--- src/rtl/ripple_pkg.sv ---
// Shared types for the ripple counter extender: 2-bit code type and modular step helper.
package ripple_pkg;

  localparam int CODE_W = 2;

  typedef logic [CODE_W-1:0] code_t;

  // Forward distance from old_code to new_code; the ripple counter never counts down.
  function automatic code_t code_delta(code_t new_code, code_t old_code);
    return code_t'(new_code - old_code);
  endfunction

endpackage

--- src/rtl/ripple_count_extender_if.sv ---
// Snapshot handshake between the count extender (master) and its consumer (slave).
interface ripple_count_extender_if #(
  parameter int COUNT_W = 18
) ();

  logic [COUNT_W-1:0] count;
  logic               count_valid;
  logic               count_ready;

  modport master (output count, output count_valid, input count_ready);
  modport slave  (input count, input count_valid, output count_ready);

endinterface

--- src/rtl/ripple_sync_filter.sv ---
// Resynchronises the raw ripple bits and accepts a code only after it has been seen
// STABLE_CYCLES times in a row, so transient ripple states never reach the counter.
module ripple_sync_filter
  import ripple_pkg::*;
#(
  parameter int SYNC_STAGES   = 2,
  parameter int STABLE_CYCLES = 2
) (
  input  logic  clk,
  input  logic  reset,
  input  logic  q0,
  input  logic  q1,
  output code_t code,
  output code_t new_code,
  output logic  code_accept
);

  localparam int RUN_W = $clog2(STABLE_CYCLES + 1);

  code_t            sync_q [SYNC_STAGES];
  code_t            candidate;
  logic [RUN_W-1:0] run;
  logic [RUN_W-1:0] run_next;

  // NOTE: the synchroniser chain is a handful of flops, not a RAM, so it is reset
  // like any other state; that keeps the 00 baseline consistent with the counter.
  always_ff @(posedge clk or posedge reset) begin
    if (reset) begin
      for (int i = 0; i < SYNC_STAGES; i++) sync_q[i] <= '0;
    end else begin
      sync_q[0] <= {q1, q0};
      for (int i = 1; i < SYNC_STAGES; i++) sync_q[i] <= sync_q[i-1];
    end
  end

  assign new_code = sync_q[SYNC_STAGES-1];

  // NOTE: run_next gets a default before any branch so no path leaves it unassigned,
  // which would otherwise infer a latch.
  always_comb begin
    run_next = run;
    if (new_code != candidate)
      run_next = RUN_W'(1);
    else if (run < RUN_W'(STABLE_CYCLES))
      run_next = run + RUN_W'(1);
  end

  // Combinational pulse so the extender updates on the same edge the code is taken.
  assign code_accept = (run_next == RUN_W'(STABLE_CYCLES)) && (new_code != code);

  // NOTE: all sequential state uses non-blocking assignments so every flop samples
  // pre-edge values regardless of statement order.
  always_ff @(posedge clk or posedge reset) begin
    if (reset) begin
      candidate <= '0;
      run       <= '0;
      code      <= '0;
    end else begin
      candidate <= new_code;
      run       <= run_next;
      if (code_accept) code <= new_code;
    end
  end

endmodule

--- src/rtl/ripple_count_extender.sv ---
// Extends the filtered 2-bit ripple code into a wide count with sticky overflow and
// skipped-code flags, and hands snapshots out through a coalescing register slice.
module ripple_count_extender
  import ripple_pkg::*;
#(
  parameter int EXT_W         = 16,
  parameter int SYNC_STAGES   = 2,
  parameter int STABLE_CYCLES = 2
) (
  input  logic                     clk,
  input  logic                     reset,
  input  logic                     q0,
  input  logic                     q1,
  input  logic                     clear,
  ripple_count_extender_if.master  bus,
  output logic                     overflow,
  output logic                     step_err
);

  localparam int COUNT_W = EXT_W + CODE_W;

  code_t              code;
  code_t              new_code;
  code_t              code_next;
  logic               code_accept;
  logic               wrap;
  logic               big_step;
  logic [EXT_W-1:0]   upper;
  logic [COUNT_W-1:0] live;
  logic [COUNT_W-1:0] last_sent;

  ripple_sync_filter #(
    .SYNC_STAGES  (SYNC_STAGES),
    .STABLE_CYCLES(STABLE_CYCLES)
  ) u_filter (
    .clk        (clk),
    .reset      (reset),
    .q0         (q0),
    .q1         (q1),
    .code       (code),
    .new_code   (new_code),
    .code_accept(code_accept)
  );

  // A smaller new code can only mean the 2-bit counter passed 11 on its way here.
  assign wrap      = code_accept && (new_code < code);
  assign big_step  = code_accept && (code_delta(new_code, code) >= code_t'(2));
  assign code_next = code_accept ? new_code : code;
  assign live      = {upper, code};

  always_ff @(posedge clk or posedge reset) begin
    if (reset) begin
      upper    <= '0;
      overflow <= 1'b0;
      step_err <= 1'b0;
    end else if (clear) begin
      upper    <= '0;
      overflow <= 1'b0;
      step_err <= 1'b0;
    end else begin
      if (wrap) begin
        upper <= upper + EXT_W'(1);
        if (&upper) overflow <= 1'b1;
      end
      if (big_step) step_err <= 1'b1;
    end
  end

  // Output slice: while stalled, live keeps moving and only the latest value is sent.
  always_ff @(posedge clk or posedge reset) begin
    if (reset) begin
      bus.count       <= '0;
      bus.count_valid <= 1'b0;
      last_sent       <= '0;
    end else if (clear) begin
      bus.count       <= '0;
      bus.count_valid <= 1'b0;
      last_sent       <= {EXT_W'(0), code_next};
    end else if (!bus.count_valid || bus.count_ready) begin
      if (live != last_sent) begin
        bus.count       <= live;
        last_sent       <= live;
        bus.count_valid <= 1'b1;
      end else begin
        bus.count_valid <= 1'b0;
      end
    end
  end

endmodule

--- src/flat_wrapper.sv ---
// flat-port wrapper written by rule: the top's interface ports become plain ports
module ripple_count_extender_flat import ripple_pkg::*;
#(
  parameter int EXT_W         = 16,
  parameter int SYNC_STAGES   = 2,
  parameter int STABLE_CYCLES = 2
)
  (clk, reset, q0, q1, clear, overflow, step_err, bus_count, bus_count_valid, bus_count_ready);
  ripple_count_extender_if #(.COUNT_W((EXT_W + 2))) bus_i ();
  input  logic clk;
  input  logic reset;
  input  logic q0;
  input  logic q1;
  input  logic clear;
  output logic overflow;
  output logic step_err;
  output wire logic [$bits(bus_i.count)-1:0] bus_count;
  output wire logic [$bits(bus_i.count_valid)-1:0] bus_count_valid;
  input wire logic [$bits(bus_i.count_ready)-1:0] bus_count_ready;
  assign bus_count = bus_i.count;
  assign bus_count_valid = bus_i.count_valid;
  assign bus_i.count_ready = bus_count_ready;
  ripple_count_extender #(.EXT_W(EXT_W), .SYNC_STAGES(SYNC_STAGES), .STABLE_CYCLES(STABLE_CYCLES)) u_core (.clk(clk), .reset(reset), .q0(q0), .q1(q1), .clear(clear), .bus(bus_i), .overflow(overflow), .step_err(step_err));
endmodule
--- config.mk ---
export PLATFORM = sky130hd
export DESIGN_NAME = ripple_count_extender_flat
export DESIGN_NICKNAME = d
export VERILOG_FILES = /design/src/rtl/ripple_pkg.sv /design/src/rtl/ripple_count_extender_if.sv /design/src/rtl/ripple_sync_filter.sv /design/src/rtl/ripple_count_extender.sv /design/src/flat_wrapper.sv
export SDC_FILE = /design/constraint.sdc
export NUM_CORES = 1
export LEC_CHECK = 0
export BUFFER_PORTS_ARGS = -buffer_cell sky130_fd_sc_hd__buf_2
export CAP_MARGIN = 5
export CORE_MARGIN = 4
export CORE_UTILIZATION = 30
export CTS_CLUSTER_DIAMETER = 200
export DETAILED_ROUTE_END_ITERATION = 10
export MAX_ROUTING_LAYER = met4
export SYNTH_ARGS = -nofsm -noshare
export SYNTH_HDL_FRONTEND = slang
export SYNTH_SLANG_ARGS = --single-unit
export TNS_END_PERCENT = 30
--- constraint.sdc ---
create_clock -name clk -period 2.9 [get_ports clk]
set_input_delay 0.58 -clock clk [delete_from_list [all_inputs] [get_ports clk]]
set_output_delay 0.58 -clock clk [all_outputs]
set_load 0.01 [all_outputs]
**Word level (Yosys, flattened, before mapping)**

Cells that the tools add are included.

- Muxes and demuxes: 17
- $lt $le $gt $ge: 3
- Reduce and logical (&&, ||, !) cells: 13
- Add/sub/neg operators: 3
- Equal/unequal tests: 4

Operators by type and width:

| cell | count |
|---|---|
| $mux W18 | 4 |
| $mux W16 | 2 |
| $ne A18 B18 Y1 | 1 |
| $add A16 B1 Y16 const B | 1 |
| $reduce_and A16 Y1 | 1 |
| $reduce_bool A2 Y1 | 5 |
| $mux W1 | 8 |
| $mux W2 | 3 |
| $ne A2 B2 Y1 | 2 |
| $reduce_and A2 Y1 | 2 |
| $logic_and A1 B1 Y1 | 3 |
| $add A2 B1 Y2 const B | 1 |
| $eq A2 B2 Y1 const B | 1 |
| $ge A2 B2 Y1 const B | 1 |
| $lt A2 B2 Y1 | 1 |
| $lt A2 B2 Y1 const B | 1 |
| $sub A2 B2 Y2 | 1 |
| $logic_not A1 Y1 | 1 |
| $logic_or A1 B1 Y1 | 1 |

- Input port bits: 6
- Word-level logic and storage cells: 51
- Output and inout port bits: 21
- Bits in registers: 65

**Longest topological paths before layout**

Gate-level depths: netlist of run 1.

- Word-level depth: 8
- Depth in mapped cells: 8
- Depth with buffers taken out: 7

**Modules after synthesis**

From an unflattened synthesis of run 1, not the netlist that was laid out.

- Cells, all modules: 316
- Area, all modules: 2959.1 um^2

Modules (own cells, without submodules):

| module | sequential area each (um^2) | area each (um^2) | cells an instance | instances |
|---|---|---|---|---|
| ripple_count_extender | 975.9 | 2536.2 | 282 | 1 |
| ripple_sync_filter | 250.2 | 422.9 | 34 | 1 |

**Worst setup path after synthesis of run 1**

No wires, ideal clock.

- Path type: register to register
- Start: register u_core.u_filter.code[1]
- End: register u_core.last_sent[0]
- Slack: 0.859 ns
- Stages on the path, launching flop included: 9
- Library setup time: 0.126 ns
- Data arrival time: 1.915 ns
- Buffers on the path: 1
- Cell sequence: dfrtp_1 inv_1 ha_1 a21oi_1 and4_1 buf_4 mux2_2 or2_2 o311a_1

- Cells in the longest elaborated chain, start to end: 4

Ends and longest elaborated chain:

| what | RTL line | source |
|---|---|---|
| from (decl) | ripple_sync_filter.sv:13 | `output code_t code,` |
| from (signal assigned) | ripple_sync_filter.sv:61 | `if (code_accept) code <= new_code;` |
| $ne A2 B2 Y1 | ripple_sync_filter.sv:49 | `assign code_accept = (run_next == RUN_W'(STABLE_CYCLES)) && (new_code != code);` |
| $logic_and A1 B1 Y1 | ripple_sync_filter.sv:49 |  |
| $mux W2 | ripple_count_extender.sv:48 | `assign code_next = code_accept ? new_code : code;` |
| named net u_core.code_next[0] | ripple_count_extender.sv:24 | `code_t code_next;` |
| $mux W18 | ripple_count_extender.sv:75 | `end else if (clear) begin` |
| to (signal assigned) | ripple_count_extender.sv:78 | `last_sent <= {EXT_W'(0), code_next};` |
| to (signal assigned) | ripple_count_extender.sv:82 | `last_sent <= live;` |
| to (decl) | ripple_count_extender.sv:30 | `logic [COUNT_W-1:0] last_sent;` |

The timed path passes the listed nets, and every way through them passes these cells.
A chain may end at the register's enable or synchronous reset.

**Final worst setup path of run 1**

- Start: register u_core.u_filter.code[1]
- End: register u_core.upper[13]

- Cells in the longest elaborated chain, start to end: 4

Ends and longest elaborated chain:

| what | RTL line | source |
|---|---|---|
| $ne A2 B2 Y1 | ripple_sync_filter.sv:49 |  |
| $logic_and A1 B1 Y1 | ripple_sync_filter.sv:49 |  |
| $logic_and A1 B1 Y1 (*) | ripple_count_extender.sv:46 | `assign wrap = code_accept && (new_code < code);` |
| $reduce_bool A2 Y1 (no source line) (*) | -- |  |
| to (signal assigned) | ripple_count_extender.sv:62 | `upper <= upper + EXT_W'(1);` |
| to (decl) | ripple_count_extender.sv:28 | `logic [EXT_W-1:0] upper;` |

Every way passes the cells marked *; elsewhere a longest branch is shown, timed or not.

==> metrics.md, run 1 <==
| Metric | Value |
|---|---|
| Status | `finished clean` |
| Met3 GRT Util | `2.62%` |
| Antenna viol nets, final | `0` |
| Iteration-0 DRC Markers | `87` |
| WP data required | `3.13 ns` |
| FF/Latch Area | `1230 sq um` |
| Top cell by count, worst path | `a21oi_1` |
| Vias in the first global route | `1893` |
| Tcrit/Tclk final | `78.3%` |
| Mean Syn Cell Area | `10.0 sq um` |
| Share of cells above drive strength 1 | `18.4%` |
| Slowest CP cell | `or4_1` |
| Met2 Track Usage GR | `17.6%` |
| Post-CTS Setup Bufs | `0` |
| Routed WL | `5.36 mm` |
| Worst-margin pin slew | `0.804 ns` |
| Unrepaired setup endpoints after global routing | `no` |
| Grt ovf | `0` |
| CTS tree | `yes` |
| H-tree levels | `2` |
| CP Capture Type | `flip-flop` |
| Most common cell in the netlist | `dfrtp_1` |
| Max-Cap Viols | `0` |
| Routed len/inst | `14.2 microns` |
| Final setup viols | `0` |
| Crit path max-delay family | `simple AND/OR/NAND/NOR gates` |
| CP Buf/Inv Count | `1` |
| Mapped Area | `2610 sq um` |
| Row count | `33` |
| FF-to-FF setup slack | `0.63 ns` |
| Yosys warning total | `0` |
| Reg2Reg Depth | `7` |
| Setup crit end | `u_core.upper[13]` |
| Power Density | `675 nW/um^2` |
| Worst slew margin | `46.1%` |
| Clock transition at path regs | `0.10 ns` |
| Largest net degree at the start of global routing | `33` |
| Die W | `101 microns` |
| Multi-input gate area | `1160 sq um` |
| Remaining DRCs | `0` |
| Chip height | `101 microns` |
| Clock root buffer | `clkbuf_8` |
| CTS Sinks | `49` |
| F_max | `0.440 GHz` |
| Fillers | `854` |
| Worst setup path class | `reg2reg` |
| Worst-skew pair later-pin latency | `0.30 ns` |
| FFs w/ async S/R, synth | `100%` |
| Max rail drop VDD | `0.000270 V` |
| CP Launch Type | `flip-flop` |
| RR Startpoint | `u_core.u_filter.code[1]` |
| Critical path depth | `7` |
| Post-cts resize count | `0` |
| Vias/cell | `4.72` |
| CTS max path bufs | `2` |
| Synth Flop Type | `dfrtp_1` |
| Sum Neg Setup Slack | `0 ns` |
| Area Growth Syn to Fin | `9.11%` |
| Effective utilization at floorplan | `31.3%` |
| Core footprint | `8340 sq um` |
| Overall routing resource usage | `11.9%` |
| Final #Nets | `282` |
| # diodes | `0` |
| Yosys reg bits | `49` |
| GP Congestion | `0.744` |
| Final Hold Vio Count | `0` |
| Post-layout min period | `2.27 ns` |
| CTS Hold Bufs | `0` |
| Ordered cell list for the critical path | `inv_1 -> ha_1 -> a21oi_1 -> and4_1 -> nand3_4 -> or4_1 -> a21oi_1` |
| Drt pass-1 iters | `4` |
| Busiest metal layer after global routing | `met2` |
| Smallest hold slack | `0.244 ns` |
| Worst Skew | `0.00907 ns` |
| Post-synth top area cell | `dfrtp_1` |
| Synthesized Nets | `272` |
| Initial antenna violation count | `0` |
| Arrival time worst endpoint | `2.51 ns` |
| Cts bufs inserted | `5` |
| Io pins | `27` |
| GR Util met1 | `16.7%` |
| Post-synthesis sequential area ratio | `47.0%` |
| Synth cell count leaders | `49 x dfrtp_1, 41 x nand2_1, 20 x nor2_1, 20 x xor2_1, 19 x mux2i_1` |
| IO buf count | `26` |
| Min-delay worst type | `in2async` |
| Post-synth EDFFs | `0` |
| Critical R2R Capture | `u_core.upper[13]` |
| Crit-path max FO | `9` |
| Leakage | `1.40 nW` |
| Synth top area share | `47.0%` |
| Post-synthesis cell count | `261` |
| Die Footprint | `10300 sq um` |
| Wire length of the first global-routing pass | `9.36 mm` |
| Total number of vias | `1779` |
| Hpwl dp | `4.00 mm` |
| Synth cell types | `40` |
| Critical Path Source | `u_core.u_filter.code[1]` |
| CP max stage delay | `0.53 ns` |
| Max-slew violations | `0` |
| Synth area leaders | `dfrtp_1 47%, mux2i_1 7.3%, xor2_1 6.7%` |
registers in the layout, indices dropped and copies added, names as in the netlist:
signal,count
u_core.u_filter.run,2
u_core.last_sent,18
u_core.overflow,1
u_core.upper,16
u_core.step_err,1
u_core.bus.count_valid,1
u_core.u_filter.code,2
u_core.bus.count,2
u_core.u_filter.sync_q,2
u_core.u_filter.candidate,2
u_core.u_filter.new_code,2
worst min-delay path by stage:
stage | start | depth (start not counted) | end | slack, ns
after CTS | reset | 2 | u_core.last_sent[7] | 0.26
after floorplan | u_core.u_filter.sync_q[2] | 0 | u_core.u_filter.new_code[0] | 0.33
final | reset | 2 | u_core.last_sent[7] | 0.24
after detailed placement | u_core.u_filter.sync_q[3] | 0 | u_core.u_filter.new_code[1] | 0.33
after global placement | u_core.u_filter.sync_q[3] | 0 | u_core.u_filter.new_code[1] | 0.33
after global routing | reset | 2 | u_core.u_filter.sync_q[3] | 0.27
report_power, final:
part           total [mW]  internal, mW  leakage [nW]  switching (mW)
Clock               0.515         0.281        0.0574           0.234
Combinational       0.608         0.257         0.691           0.351
Sequential          0.798         0.745         0.653          0.0529
through the flow:
step / std cells / instance area (sq um) / util (%) / worst slack, ns / power (mW)
3_5_place_dp: 369 / 2730 / 32.7 / 0.652 / 1.43
2_1_floorplan: 261 / 2610 / - / 0.859 / 1.28
5_1_grt: 377 / 2850 / 34.1 / 0.390 / 2.05
4_1_cts: 377 / 2850 / 34.1 / 0.627 / 1.95
3_3_place_gp: 369 / 2730 / 32.7 / 0.682 / 1.42
6_report: 377 / 2850 / 34.1 / 0.628 / 1.92
kinds of logic (layout without fill, tap and decap cells):
| kind of cell | after synthesis | in the layout | synth area share [%] |
|---|---|---|---|
| AO/OA/AOI/OAI | 16 | 16 | 4.12 |
| XOR/XNOR | 31 | 31 | 11.0 |
| adder cells (fa/ha/maj) | 5 | 5 | 2.68 |
| buffers and inverters | 38 | 49 | 8.39 |
| flip-flops | 49 | 49 | 47.0 |
| multiplexers | 20 | 20 | 7.72 |
| AND/OR/NAND/NOR | 102 | 102 | 19.1 |
routing by layer:
metal | share of wire (%) | up-vias
met5 | 0 | -
met2 | 46 | 23
met3 | 3.8 | 2
met4 | 0.17 | 0
li1 | - | 880
met1 | 50 | 874
worst register-to-register path, cell delays in order, from the launching register on:
cell	delay, ns
dfrtp_1	0.43
inv_1	0.10
ha_1	0.27
a21oi_1	0.17
and4_1	0.40
nand3_4	0.16
or4_1	0.53
a21oi_1	0.15
cell usage in the layout (no fill, tap or decap), drive strengths merged, types with 4 or more instances in the layout:
| cell type | n |
|---|---|
| nor4 | 8 |
| dfrtp | 49 |
| clkbuf | 6 |
| nand3 | 10 |
| xnor2 | 11 |
| xor2 | 20 |
| nand4 | 6 |
| inv | 10 |
| nand2 | 41 |
| ha | 4 |
| o21ai | 4 |
| a21oi | 4 |
| nor2 | 20 |
| buf | 31 |
| mux2i | 19 |
final cells by class:
cell class / instances / share of cell area (%)
flip-flops and latches: 49 / 43.1
multi-input cells: 174 / 40.9
repair buffers: 31 / 5.89
well taps: 105 / 4.61
clock buffers: 6 / 2.90
clock inverters: 2 / 1.32
inverters: 10 / 1.32
(Power assumes the default switching activity.)
==> run 2, diff against run 1 <==
==> constraint.sdc (replaced) <==
create_clock -name clk -period 1.9 [get_ports clk]
set_input_delay 0.38 -clock clk [delete_from_list [all_inputs] [get_ports clk]]
set_output_delay 0.38 -clock clk [all_outputs]
set_load 0.01 [all_outputs]
==> run 2 against run 1 <==
Core utilization is 4.5 points higher. Cell count up 8.5%. Sequential cell count is the same. Sequential share of layout area down 5.0 points. Routed wire length rose by 8.2%. Clock power up 74%. Clock skew hardly changed. Global-route usage grew 0.25 points. Combinational power increased by 120%. Cell area is 13% higher. Critical endpoint is now u_core.last_sent[0]. Largest cell class is now multi-input combinational cells.
==> metrics.md, run 2 (synthesis gave the netlist of run 1 again) <==
| Metric | Value |
|---|---|
| Non-Filler Instances | `409 (+8.5%)` |
| Routed WL | `5.80 mm (+8.2%)` |
| Die W | `101 microns (unchanged)` |
| Row count | `33 (unchanged)` |
| Chip height | `101 microns (unchanged)` |
| Register with the most flip-flops | `u_core.last_sent` |
| Worst slew margin | `61.3% (+15 points)` |
| Effective utilization at floorplan | `31.3% (unchanged)` |
| IO buf count | `26 (unchanged)` |
| Power Density | `1060 nW/um^2 (+57%)` |
| Vias/cell | `4.77 (+1.0%)` |
| Core footprint | `8340 sq um (unchanged)` |
| Final #Nets | `314 (+11%)` |
| Area Growth Syn to Fin | `23.4%` |
| Grt ovf | `0 (unchanged)` |
| Finished Core Util | `38.6% (+4.5 points)` |
| Overall routing resource usage | `12.1% (+0.25 points)` |
| Met3 GRT Util | `2.41% (-0.21 points)` |
| Drt pass-1 iters | `4 (unchanged)` |
| Final Hold Vio Count | `0 (unchanged)` |
| Antenna viol nets, final | `0 (unchanged)` |
| Largest net degree at the start of global routing | `50 (+52%)` |
| Routed len/inst | `14.2 microns (-0.22%)` |
| Initial antenna violation count | `0 (unchanged)` |
| Busiest metal layer after global routing | `met2` |
| Unrepaired setup endpoints after global routing | `yes` |
| Met2 Track Usage GR | `19.0% (+1.4 points)` |
| CP Launch Type | `flip-flop` |
| Ordered cell list for the critical path | `inv_2 -> ha_4 -> a21oi_2 -> and4_4 -> mux2_4 -> or2_4 -> o311a_1` |
| CTS max path bufs | `2 (unchanged)` |
| Regs by FF count | `u_core.last_sent x18, u_core.upper x16` |
| Min-delay worst type | `in2async` |
| Post-layout min period | `1.88 ns (-0.394 ns)` |
| Cells after DPL | `397 (+7.6%)` |
| Worst-margin pin slew | `0.576 ns (-0.228 ns)` |
| Tcrit/Tclk final | `98.8% (+21 points)` |
| Cts bufs inserted | `5 (unchanged)` |
| Slowest CP cell | `dfrtp_1` |
| Clock root buffer | `clkbuf_8` |
| Clock transition at path regs | `0.10 ns (about the same)` |
| Max rail drop VDD | `0.000509 V (+89%)` |
| Wire length of the first global-routing pass | `9.54 mm (+1.8%)` |
| CP max stage delay | `0.43 ns (-0.10 ns)` |
| Die Footprint | `10300 sq um (unchanged)` |
| H-tree levels | `2 (unchanged)` |
| Status | `finished clean` |
| Worst setup path class | `reg2reg` |
| CP Capture Type | `flip-flop` |
| Worst-skew pair later-pin latency | `0.31 ns (about the same)` |
| Crit path max-delay family | `simple AND/OR/NAND/NOR gates` |
| CP Buf/Inv Count | `1 (unchanged)` |
| Final setup viols | `0 (unchanged)` |
| # diodes | `0 (unchanged)` |
| GR Util met1 | `16.0% (-0.75 points)` |
| Arrival time worst endpoint | `2.07 ns (-0.44 ns)` |
| Crit-path max FO | `3 (-6)` |
| CTS Sinks | `49 (unchanged)` |
| CTS tree | `yes` |
| Largest register FFs | `18 (unchanged)` |
| Remaining DRCs | `0 (unchanged)` |
| Commonest non-fill, non-tap cells in the layout | `49 x dfrtp_1, 41 x nand2_1, 34 x buf_4, 26 x buf_2` |
| WP data required | `2.10 ns (-1.03 ns)` |
| F_max | `0.532 GHz (+21%)` |
| Total chip power | `3.42 mW (+78%)` |
| Io pins | `27 (unchanged)` |
| Max-slew violations | `0 (unchanged)` |
| Vias in the first global route | `1963 (+3.7%)` |
| Most common cell after layout, fill and taps aside | `dfrtp_1` |
| Max-Cap Viols | `0 (unchanged)` |
| Leakage | `1.60 nW (+14%)` |
| Critical Path Source | `u_core.u_filter.code[1]` |
| GP Congestion | `0.791 (+6.3%)` |
| Worst Skew | `0.00948 ns (+0.000409 ns)` |
| Sum Neg Setup Slack | `0 ns (unchanged)` |
| Share of cells above drive strength 1 | `30.9% (+13 points)` |
| Iteration-0 DRC Markers | `69 (-21%)` |
| RR Startpoint | `u_core.u_filter.code[1]` |
| Hpwl dp | `4.15 mm (+3.7%)` |
| Total number of vias | `1950 (+9.6%)` |
==> run 2: final timing paths <==
path | end | slack (ns) | depth (start not counted)
min in group clk | u_core.u_filter.sync_q[3] | 0.16 | 1
max | u_core.last_sent[0] | 0.02 | 7
max reg2reg | u_core.last_sent[0] | 0.02 | 7
max in group asynchronous | u_core.last_sent[0] | 1.57 | 3
min reg2reg | u_core.u_filter.new_code[1] | 0.36 | 0
min | u_core.upper[6] | 0.10 | 3
==> run 2: final cells by class <==
class | count | area (sq um)
tap | 105 | 131
sequential | 49 | 1230
fill | 836 | 5120
clock inverter | 3 | 65.1
inverter | 10 | 37.5
clock buffer | 5 | 68.8
timing repair buffer | 63 | 437
multi-input combinational | 174 | 1250
==> run 2: power by group <==
group | switching (mW) | internal (mW)
registers | 0.0677 | 1.14
clock network | 0.371 | 0.523
logic | 0.644 | 0.676
==> run 2: per-stage QoR <==
step           hold WS [ns]  setup slack [ns]  cell area [sq um]
3_5_place_dp          0.336           -0.0898               2980
2_1_floorplan         0.331           -0.0441               2630
3_3_place_gp          0.336           -0.0337               2980
5_1_grt               0.124           -0.0576               3220
6_report              0.101            0.0220               3220
4_1_cts               0.104           0.00632               3150
==> run 2: per-layer routing <==
layer / vias up / part of all wire (%)
met2: 34 / 48
li1: 946 / -
met5: - / 0
met4: 0 / 0.69
met3: 8 / 3.7
met1: 962 / 48
==> run 2: tightest hold or removal path, delay by kind of cell <==
family   cells  cell delay (ns)
buf+inv      3             0.42
==> run 2: what timing repair did <==
item,in CTS,in global routing
setup endpoints to repair,5,26
hold endpoints to repair,0,0
pin swaps,3,3
hold buffers,0,0
setup buffers,3,1
gates resized for setup,5,12
==> run 3, diff against run 2 <==
--- a/config.mk
+++ b/config.mk
@@ -12,6 +12,7 @@
 export CTS_CLUSTER_DIAMETER = 200
 export DETAILED_ROUTE_END_ITERATION = 10
 export MAX_ROUTING_LAYER = met4
+export RECOVER_POWER = 25
 export SYNTH_ARGS = -nofsm -noshare
 export SYNTH_HDL_FRONTEND = slang
 export SYNTH_SLANG_ARGS = --single-unit
==> run 3 against run 2 <==
Cell area fell by 0.47%. Sequential cell count did not move. Setup slack barely moved. Fmax barely moved. Clock power barely moved. Clock skew fell by 0.00083 ns. Count of clock-buffer cells in the layout did not move. Critical path type unchanged. Critical endpoint unchanged. Largest cell class unchanged.
==> metrics.md, run 3 (synthesis gave the netlist of run 1 again) <==
| Metric | Value |
|---|---|
| Initial antenna violation count | `0 (unchanged)` |
| Overall routing resource usage | `12.1% (unchanged)` |
| Worst-margin pin slew | `1.25 ns (+0.669 ns)` |
| M1 wire length | `2.71 mm (-1.8%)` |
| Multi-input gate area | `1250 sq um (unchanged)` |
| F_max | `0.532 GHz (about the same)` |
| Crit-path max FO | `3 (unchanged)` |
| Max-Cap Viols | `0 (unchanged)` |
| Status | `finished clean` |
| Die W | `101 microns (unchanged)` |
| Worst Skew | `0.00865 ns (-0.000828 ns)` |
| IO buf count | `26 (unchanged)` |
| Final setup margin | `0.0217 ns (-0.000348 ns)` |
| H-tree levels | `2 (unchanged)` |
| Area Growth Syn to Fin | `22.8%` |
| Share of cells above drive strength 1 | `30.6% (-0.33 points)` |
| Register with the most flip-flops | `u_core.last_sent` |
| Unrepaired setup endpoints after global routing | `yes` |
| Min-delay worst type | `in2reg` |
| Clock transition at path regs | `0.10 ns (about the same)` |
| # diodes | `0 (unchanged)` |
| Clock root buffer | `clkbuf_8` |
| Power Density | `1070 nW/um^2 (+0.36%)` |
| CP max stage delay | `0.43 ns (about the same)` |
| Post-layout min period | `1.88 ns (+0.000348 ns)` |
| Hpwl dp | `4.15 mm (unchanged)` |
| Uppermost layer routed | `met4` |
| Routed WL | `5.80 mm (about the same)` |
| Row count | `33 (unchanged)` |
| Largest net degree at the start of global routing | `50 (unchanged)` |
| GP Congestion | `0.791 (unchanged)` |
| WL met2 | `2.83 mm (+1.7%)` |
| Routed len/inst | `14.2 microns (about the same)` |
| Slowest CP cell | `dfrtp_1` |
| Die Footprint | `10300 sq um (unchanged)` |
| Antenna viol nets, final | `0 (unchanged)` |
| Worst-skew pair later-pin latency | `0.31 ns (about the same)` |
| Io pins | `27 (unchanged)` |
| Non-Filler Instances | `409 (unchanged)` |
| Total number of vias | `1950 (unchanged)` |
| Vias/cell | `4.77 (unchanged)` |
| Most common cell after layout, fill and taps aside | `dfrtp_1` |
| WP data required | `2.10 ns (about the same)` |
| Remaining DRCs | `0 (unchanged)` |
| Metal3 WL | `218 microns (+0.46%)` |
| FF/Latch Area | `1230 sq um (unchanged)` |
| CTS Sinks | `49 (unchanged)` |
| Chip height | `101 microns (unchanged)` |
| Cells after DPL | `397 (unchanged)` |
| Largest register FFs | `18 (unchanged)` |
| Wire length of the first global-routing pass | `9.54 mm (unchanged)` |
| CTS tree | `yes` |
| Final #Nets | `314 (unchanged)` |
| CTS max path bufs | `2 (unchanged)` |
| Max rail drop VDD | `0.000511 V (+0.47%)` |
| Grt ovf | `0 (unchanged)` |
| CP Launch Type | `flip-flop` |
| Cts bufs inserted | `5 (unchanged)` |
| FF-to-FF setup slack | `0.02 ns (about the same)` |
| Core footprint | `8340 sq um (unchanged)` |
| CTS Hold Bufs | `0 (unchanged)` |
| Leakage | `1.60 nW (-0.26%)` |
| Drt pass-1 iters | `4 (unchanged)` |
| Pre-CTS setup slack | `-0.0898 ns (unchanged)` |
| Iteration-0 DRC Markers | `93 (+35%)` |
| Arrival time worst endpoint | `2.07 ns (about the same)` |
| Tcrit/Tclk final | `98.9% (about the same)` |
| Crit path max-delay family | `simple AND/OR/NAND/NOR gates` |
| Ordered cell list for the critical path | `inv_2 -> ha_4 -> a21oi_2 -> and4_4 -> mux2_4 -> or2_4 -> o311a_1` |
| Max-slew violations | `0 (unchanged)` |
| CP Capture Type | `flip-flop` |
| Vias in the first global route | `1963 (unchanged)` |
| Final Hold Vio Count | `0 (unchanged)` |
| Worst slew margin | `17.0% (-44 points)` |
| Final setup viols | `0 (unchanged)` |
| Fillers | `838 (+0.24%)` |
| CP Buf/Inv Count | `1 (unchanged)` |
| Worst setup path class | `reg2reg` |
| Commonest non-fill, non-tap cells in the layout | `49 x dfrtp_1, 41 x nand2_1, 34 x buf_4, 26 x buf_2` |
| Regs by FF count | `u_core.last_sent x18, u_core.upper x16` |
| Effective utilization at floorplan | `31.3% (unchanged)` |
[run 3: metal layers]
layer | global-route usage [%] | vias to the layer above
met5 | - | -
met4 | 3.37 | 0
met3 | 2.41 | 8
met2 | 19.0 | 33
met1 | 16.0 | 962
li1 | - | 947
[run 3: layout make-up]
class	count	share of cell area (%)
Clock buffer	5	2.15
Timing Repair Buffer	63	13.2
Multi-Input combinational cell	174	39.1
Sequential cell	49	38.3
Inverter	10	1.17
Clock inverter	3	2.03
Tap cell	105	4.10
[run 3: what timing repair did]
| item | 4_1_cts | 5_1_grt |
|---|---|---|
| endpoints found under the setup margin | 5 | 26 |
| buffers inserted | 3 | 1 |
| endpoints found under the hold margin | 0 | 0 |
| pin swaps | 3 | 3 |
| gates resized for setup | 5 | 12 |
[run 3: where the power goes]
part,switching (mW),internal (mW)
registers,0.0676,1.14
logic,0.645,0.673
clock network,0.370,0.523
total,1.08,2.33
[run 3: final timing paths]
path	endpoint	from	depth (start not counted)
min in group asynchronous	u_core.u_filter.sync_q[2]	reset	3
max reg2reg	u_core.last_sent[0]	u_core.u_filter.code[1]	7
max	u_core.last_sent[0]	u_core.u_filter.code[1]	7
min reg2reg	u_core.u_filter.new_code[1]	u_core.u_filter.sync_q[3]	0
max in group asynchronous	u_core.upper[2]	reset	3
min	u_core.u_filter.sync_q[3]	q1	1
[run 3: stage by stage]
step	TNS [ns]	power, mW	utilization, %	instance area (sq um)	hold WS [ns]
after floorplan	-0.0573	1.99	-	2630	0.331
after global placement	-0.0418	2.45	35.8	2980	0.336
after detailed placement	-0.231	2.46	35.8	2980	0.336
after CTS	0	3.41	37.8	3150	0.104
after global routing	-0.219	3.59	38.4	3210	0.164
final	0	3.42	38.4	3210	0.165
[run 3: worst register-to-register path: stages, from the launching register on]
cell and delay, ns:
dfrtp_1 0.43, inv_2 0.09, ha_4 0.20, a21oi_2 0.15, and4_4 0.26, mux2_4 0.31, or2_4 0.22, o311a_1 0.12
